<file path="config.mk">
export PLATFORM = sky130hd
export DESIGN_NAME = product_bcd_conv
export DESIGN_NICKNAME = d
export VERILOG_FILES = /design/src/rtl/product_bcd_conv.sv
export SDC_FILE = /design/constraint.sdc
export NUM_CORES = 1
export LEC_CHECK = 0
export CAP_MARGIN = 20
export CORE_ASPECT_RATIO = 2
export CORE_MARGIN = 2
export CORE_UTILIZATION = 50
export CTS_BUF_LIST = sky130_fd_sc_hd__clkbuf_4 sky130_fd_sc_hd__clkbuf_8 sky130_fd_sc_hd__clkbuf_16
export DETAILED_ROUTE_END_ITERATION = 6
export PLACE_DENSITY = 0.76
export SLEW_MARGIN = 15
export SYNTH_ARGS = -nofsm -noshare
export SYNTH_HDL_FRONTEND = slang
export SYNTH_SLANG_ARGS = --single-unit
</file>
<file path="constraint.sdc">
create_clock -name sys_clk -period 2.3 [get_ports sys_clk]
set_clock_uncertainty 0.1 [all_clocks]
set_input_delay 0.46 -clock sys_clk [delete_from_list [all_inputs] [get_ports sys_clk]]
set_output_delay 0.46 -clock sys_clk [all_outputs]
set_load 0.02 [all_outputs]
</file>
<file path="src/rtl/product_bcd_conv.sv">
// product_bcd_conv: sequential 8-bit binary to 3-digit packed BCD converter.
// It runs an 8-iteration double-dabble, one iteration per clock, and reports
// the number of significant digits so the display stage can blank leading zeros.
//
// state | meaning
// ------+-----------------------------------------------------------
// IDLE  | waiting for a product; mp_ready high
// CONV  | one double-dabble iteration per edge, 8 edges in total
// DONE  | result presented with bcd_valid; waiting for bcd_ready
module product_bcd_conv (
   input  logic        sys_clk,
   input  logic        sys_rst,
   input  logic [7:0]  mp_in,
   input  logic        mp_valid,
   output logic        mp_ready,
   output logic [11:0] bcd_out,
   output logic [1:0]  digit_cnt,
   output logic        bcd_valid,
   input  logic        bcd_ready,
   output logic        busy
);

   typedef enum logic [1:0] {
      IDLE = 2'd0,
      CONV = 2'd1,
      DONE = 2'd2
   } state_t;

   state_t      state;
   state_t      state_nxt;
   logic [19:0] shift_q;
   logic [19:0] shift_adj;
   logic [19:0] shift_nxt;
   logic [3:0]  iter_q;
   logic        last_iter;
   logic [1:0]  cnt_nxt;

   // Add 3 to a BCD nibble that would overflow past 9 after the next shift.
   function automatic logic [3:0] dabble(input logic [3:0] d);
      return (d >= 4'd5) ? d + 4'd3 : d;
   endfunction

   // One double-dabble iteration and the digit count of its result.
   always_comb begin
      shift_adj = {dabble(shift_q[19:16]), dabble(shift_q[15:12]),
                   dabble(shift_q[11:8]), shift_q[7:0]};
      shift_nxt = {shift_adj[18:0], 1'b0};
      last_iter = (iter_q == 4'd7);
      if (shift_nxt[19:16] != 4'd0)
         cnt_nxt = 2'd3;
      else if (shift_nxt[15:12] != 4'd0)
         cnt_nxt = 2'd2;
      else
         cnt_nxt = 2'd1;
   end

   // Next-state decode.
   always_comb begin
      state_nxt = state;
      case (state)
         IDLE:    if (mp_valid)  state_nxt = CONV;
         CONV:    if (last_iter) state_nxt = DONE;
         DONE:    if (bcd_ready) state_nxt = IDLE;
         default: state_nxt = IDLE;
      endcase
   end

   // State register.
   always_ff @(posedge sys_clk) begin
      if (sys_rst)
         state <= IDLE;
      else
         state <= state_nxt;
   end

   // Shift register, iteration counter and held result.
   always_ff @(posedge sys_clk) begin
      if (sys_rst) begin
         shift_q   <= 20'h0;
         iter_q    <= 4'd0;
         bcd_out   <= 12'h000;
         digit_cnt <= 2'd1;
      end else begin
         case (state)
            IDLE: begin
               if (mp_valid) begin
                  shift_q <= {12'h000, mp_in};
                  iter_q  <= 4'd0;
               end
            end
            CONV: begin
               shift_q <= shift_nxt;
               iter_q  <= iter_q + 4'd1;
               if (last_iter) begin
                  bcd_out   <= shift_nxt[19:8];
                  digit_cnt <= cnt_nxt;
               end
            end
            default: ;
         endcase
      end
   end

   // Status outputs are decoded from state; reset only masks mp_ready so
   // upstream never sees a handshake while the block is being reset.
   assign mp_ready  = (state == IDLE) && !sys_rst;
   assign bcd_valid = (state == DONE);
   assign busy      = (state != IDLE);

endmodule

</file>
## After elaboration in Yosys (flattened, before gate mapping)

Index checks and enable logic that the tools add are counted.

- Output and inout bits: 17
- Register bits after elaboration: 40
- Bits of input ports: 12
- Logic and storage cells: 41

- Equal/unequal tests: 6
- Mux-type cells: 13
- $lt $le $gt $ge: 3
- Reductions and logical operators: 10
- Add/sub/neg operators: 4

Operators with widths:

| operator | number |
|---|---|
| 20-bit one-hot mux with 2 select lines | 1 |
| 20-bit 2-to-1 mux | 1 |
| 4-bit by 3-bit >= comparator with 1-bit output, second input constant | 3 |
| 4-bit 2-to-1 mux | 3 |
| 2-bit 2-to-1 mux | 5 |
| 4-bit by 2-bit adder with 4-bit output, second input constant | 2 |
| 4-bit one-hot mux with 2 select lines | 1 |
| 4-bit nonzero test | 2 |
| 2-bit one-hot mux with 3 select lines | 1 |
| 4-bit by 1-bit adder with 4-bit output, second input constant | 1 |
| 4-bit by 3-bit equality test with 1-bit output, second input constant | 1 |
| 2-bit inequality test, second input constant | 2 |
| 2-bit AND reduction | 2 |
| 2-bit nonzero test | 2 |
| 3-bit by 2-bit adder with 3-bit output, second input constant | 1 |
| 3-bit 2-to-1 mux | 1 |
| 3-bit AND reduction | 1 |
| 2-bit by 1-bit equality test with 1-bit output, second input constant | 1 |
| 2-bit equality test, second input constant | 1 |
| 2-bit logical NOT | 1 |
| 2-bit by 1-bit inequality test with 1-bit output, second input constant | 1 |
| 1-bit logical AND | 1 |
| 1-bit logical NOT | 1 |

## Depth between registers and ports, before layout

- Depth in word-level cells: 5
- Gate-level depth with buffers: 7
- Mapped depth without buffers: 7

## Least setup slack after synthesis

No wires, ideal clock.

- Kind: register to output
- Start point: register state[1]
- End point: output port mp_ready
- Path slack: 0.396 ns
- Buffers on the path: 2
- Stages on the path, launching flop included: 5
- Data arrival time: 1.344 ns
- Cells stage by stage: dfxtp_1 clkbuf_1 clkbuf_1 or2_2 nor2_1

- Cells in the longest elaborated chain, start to end: 2

Ends and longest elaborated chain:

| item | RTL line | RTL |
|---|---|---|
| from (decl) | 29 | `state_t state;` |
| from (signal assigned) | 73 | `state <= state_nxt;` |
| 2-bit logical NOT | 106 | `assign mp_ready = (state == IDLE) && !sys_rst;` |
| 1-bit logical AND | 106 |  |
| to (decl) | 15 | `output logic mp_ready,` |

Every way passes these cells.

## Final worst setup path

- Start point: register shift_q[17]
- End point: register digit_cnt[1]

- Cells in the longest elaborated chain, start to end: 4

Ends and longest elaborated chain:

| item | RTL line | RTL |
|---|---|---|
| from (decl) | 31 | `logic [19:0] shift_q;` |
| from (signal assigned) | 87 | `shift_q <= {12'h000, mp_in};` |
| from (signal assigned) | 92 | `shift_q <= shift_nxt;` |
| 4-bit by 3-bit >= comparator with 1-bit output / 3-bit by 2-bit adder with 3-bit output (equally long branches) | 40 | `return (d >= 4'd5) ? d + 4'd3 : d;` |
| 3-bit 2-to-1 mux (*) | 40 |  |
| 4-bit nonzero test (*) | 49 | `if (shift_nxt[19:16] != 4'd0)` |
| 2-bit 2-to-1 mux (*) | 49 |  |
| to (signal assigned) | 96 | `digit_cnt <= cnt_nxt;` |
| to (decl) | 17 | `output logic [1:0] digit_cnt,` |

Mark *: on every way between the ends. The rest lies on a longest branch, timed or not.
A chain may end at the register's enable or synchronous reset.

==> summary.txt <==
Floorplan
  – Initial core utilization: 51.2%
  – Die ar.: 0.00440 mm²
  – # rows: 32
  – IO Count: 29
  – Die W: 47.9 µm
  – Core footprint: 0.00376 mm²
  – Die height: 91.8 µm

Setup path
  – Critical Path Sink: digit_cnt[1]
  – Worst EP required: 2410 ps
  – Worst flop-to-flop path startpoint: shift_q[17]
  – Setup Crit Path Kind: flip-flop to flip-flop
  – CP max stage delay: 370 ps
  – CP startpoint kind: flip-flop
  – Setup slack, reg-to-reg: 220 ps
  – R2R depth: 7
  – CP startpoint: shift_q[17]
  – Cell Chain, Critical Path: inv_1 > ha_1 > nand2b_1 > a21oi_1 > mux2i_1 > and3b_1 > a211oi_1
  – Capturing point of the worst reg2reg path: digit_cnt[1]
  – Crit Path Max Fanout: 3
  – CP Data Arrival Time: 2190 ps
  – Crit end category: flip-flop
  – Worst path slowest cell: dfxtp_1

Pwr
  – Cell Pwr Density: 561 mW/mm²
  – Leak: 0.940 nW
  – Peak supply drop: 0.447 mV
  – Final Power: 0.00133 W

Synthesis
  – Post-Synthesis Cells: 241
  – Area contributors post-synth: dfxtp_1 42%, nor2_1 8.8%, a21oi_1 7.3%, ha_1 4.5%, a22oi_1 3.5%
  – Synthesis warning total: 0
  – Top_reg_cell synth: dfxtp_1
  – Syn Nets: 260
  – Number of synthesized flops with an enable pin: 0
  – Async S/R FF share, synth: 0%
  – Synthesized area per cell: 8.00 µm²
  – Post-synth top area share: 41.6%
  – Mapped Area: 0.00193 mm²
  – Register bit total from synthesis: 40
  – Area leader, netlist: dfxtp_1
  – Post-synthesis sequential area ratio: 41.6%
  – Synth unique cells: 32

Cells and area
  – Nets: 289
  – Area growth from synthesis to layout: 23.3%
  – Antenna fix cells: 0
  – Share of layout cells above drive strength 1: 8.52%

Routing
  – Detailed-route DRC error count: 0
  – Routed Antenna Nets: 0
  – Via count: 1687
  – First-iteration detailed-routing DRC count: 32
  – WL/cell: 12.5 µm
  – Drt total wl: 4020 µm
  – Vias/cell: 5.26
  – Pre-Repair DR Iteration Count: 4

Global routing
  – Pin count of the biggest net entering global routing: 42
  – Grt total ovfl: 0
  – Overall Global Routing Usage: 21.1%
  – Initial antenna violation count: 0
  – Vias in the first global route: 1571
  – First-pass GRT wire length: 6760 µm

Clock network
  – Post-CTS setup buffers: 0
  – H-tree depth: 2
  – Sinks on Clock Net: 40
  – Clk pin slew, worst setup/hold paths: 70 ps
  – Num CTS Buffers: 5
  – Cts repair resizes: 0
  – Cts hold-fix bufs: 0
  – CTS tree: built
  – Worst skew pair latency: 290 ps
  – CTS max path bufs: 2
  – CTS root buffer: clkbuf_8

Flow run
  – Max-cap violation count: 0

STA
  – Fmax achieved: 481 MHz
  – PnR worst setup slack: 219 ps
  – Hold slack: 353 ps
  – Worst-margin pin slew: 407 ps
  – Unrepaired setup endpoints after global routing: false
  – Fin. Hold Viols: 0
  – Minimum clock period: 2080 ps
  – Fin Setup TNS: 0 ps
  – Slew margin rel.: 72.9%
  – Setup violations, final: 0
  – Final count of pins violating max slew: 0
  – Final period util: 90.5%

Place
  – IO buf count: 28
  – DP Worst Slack: 120 ps
  – DP HPWL: 2820 µm
  – Placer Congestion: 0.839

Worst hold path
  – Worst Hold Class: flip-flop to flip-flop

Status
  – Status: completed
-- cells by family (layout without fill, tap and decap cells) --
group	Yosys count	in the layout	share of synthesized area (%)
multiplexers	5	5	2.60
AND/OR/NAND/NOR	111	111	28.4
AO/OA/AOI/OAI	53	53	16.9
adder cells (fa/ha/maj)	7	7	4.55
flip-flops	40	40	41.6
buffers and inverters	22	51	4.68
XOR/XNOR	3	3	1.36
-- flip-flops by register name, indices dropped and copies added (netlist names) --
name,cells
digit_cnt,2
shift_q,20
bcd_out,12
iter_q,4
state,2
-- stage by stage --
stage / util [%] / std cells / instance area (µm²)
2_1_floorplan: - / 241 / 1930
3_3_place_gp: 60.4 / 314 / 2270
3_5_place_dp: 60.4 / 314 / 2270
4_1_cts: 63.0 / 321 / 2370
5_1_grt: 63.1 / 321 / 2380
6_report: 63.1 / 321 / 2380
-- area by class of cell --
cell class,count,area [µm²]
clock buffer,7,96.3
fill,374,1390
sequential,40,801
tap,51,63.8
timing repair buffer,37,353
multi-input combinational,179,1040
inverter,7,26.3
-- worst max-delay path: cells and delay by family, from the launching register on --
| family | cells | cell delay, ps |
|---|---|---|
| AOI/OAI and AO/OA | 2 | 560 |
| adders and majority gates | 1 | 170 |
| buffers and inverters | 1 | 90 |
| DFF | 1 | 370 |
| muxes | 1 | 350 |
| and+or+nand+nor | 2 | 360 |
-- synthesized netlist by cell type (2+ instances only) --
cell / count
buf_2: 6
nor2b_1: 10
o21ai_0: 3
a211oi_1: 6
o22ai_1: 2
a21oi_1: 28
xnor2_1: 3
inv_1: 7
nand3_1: 3
or2_2: 3
ha_1: 7
and2_1: 2
nand3b_1: 2
nand2b_1: 5
o21ai_1: 2
nor3_1: 11
clkbuf_1: 9
nand2_1: 18
nor2_1: 45
nor3b_1: 6
a22oi_1: 9
mux2i_1: 5
dfxtp_1: 40
-- how the worst min path moves through the flow --
stage	cells after the start	to	start
floorplan	2	shift_q[6]	shift_q[6]
global placement	2	bcd_out[0]	bcd_out[0]
detailed placement	2	bcd_out[2]	bcd_out[2]
CTS	2	bcd_out[2]	bcd_out[2]
global route	2	bcd_out[1]	bcd_out[1]
finish	2	bcd_out[1]	bcd_out[1]
-- layer usage --
layer  GRT usage [%]  vias up  share of wire, %
met5               0        -                 0
met4            10.1        0               2.1
met3            4.72        7               3.4
met2            33.0       34                51
met1            25.8      772                44
li1                -      874                 -
-- power breakdown --
part           leakage, nW  internal, W  total, W  switching, W
sequential           0.325     0.000709  0.000720     0.0000116
clock               0.0503     0.000267  0.000490      0.000223
combinational        0.565    0.0000567  0.000122     0.0000657
-- placed cells by master, fill, tap and decap left out, drive strengths merged --
| master | n |
|---|---|
| mux2i | 5 |
| a211oi | 6 |
| or2 | 3 |
| and3 | 1 |
| o21ai | 5 |
| clkbuf | 7 |
| dfxtp | 40 |
| nor3b | 6 |
| nor3 | 11 |
| xnor2 | 3 |
| nand2b | 6 |
| nor2 | 46 |
| clkdlybuf4s50 | 26 |
| nand2 | 18 |
| dlymetal6s2s | 2 |
| o22ai | 2 |
| and2 | 2 |
| nor2b | 10 |
| or3 | 1 |
| nand3b | 2 |
| ha | 7 |
| o41a | 1 |
| inv | 7 |
| a21o | 1 |
| nand4b | 1 |
| a21oi | 29 |
| buf | 9 |
| nand3 | 3 |
| and3b | 1 |
| a22oi | 9 |
(Power assumes the default switching activity.)
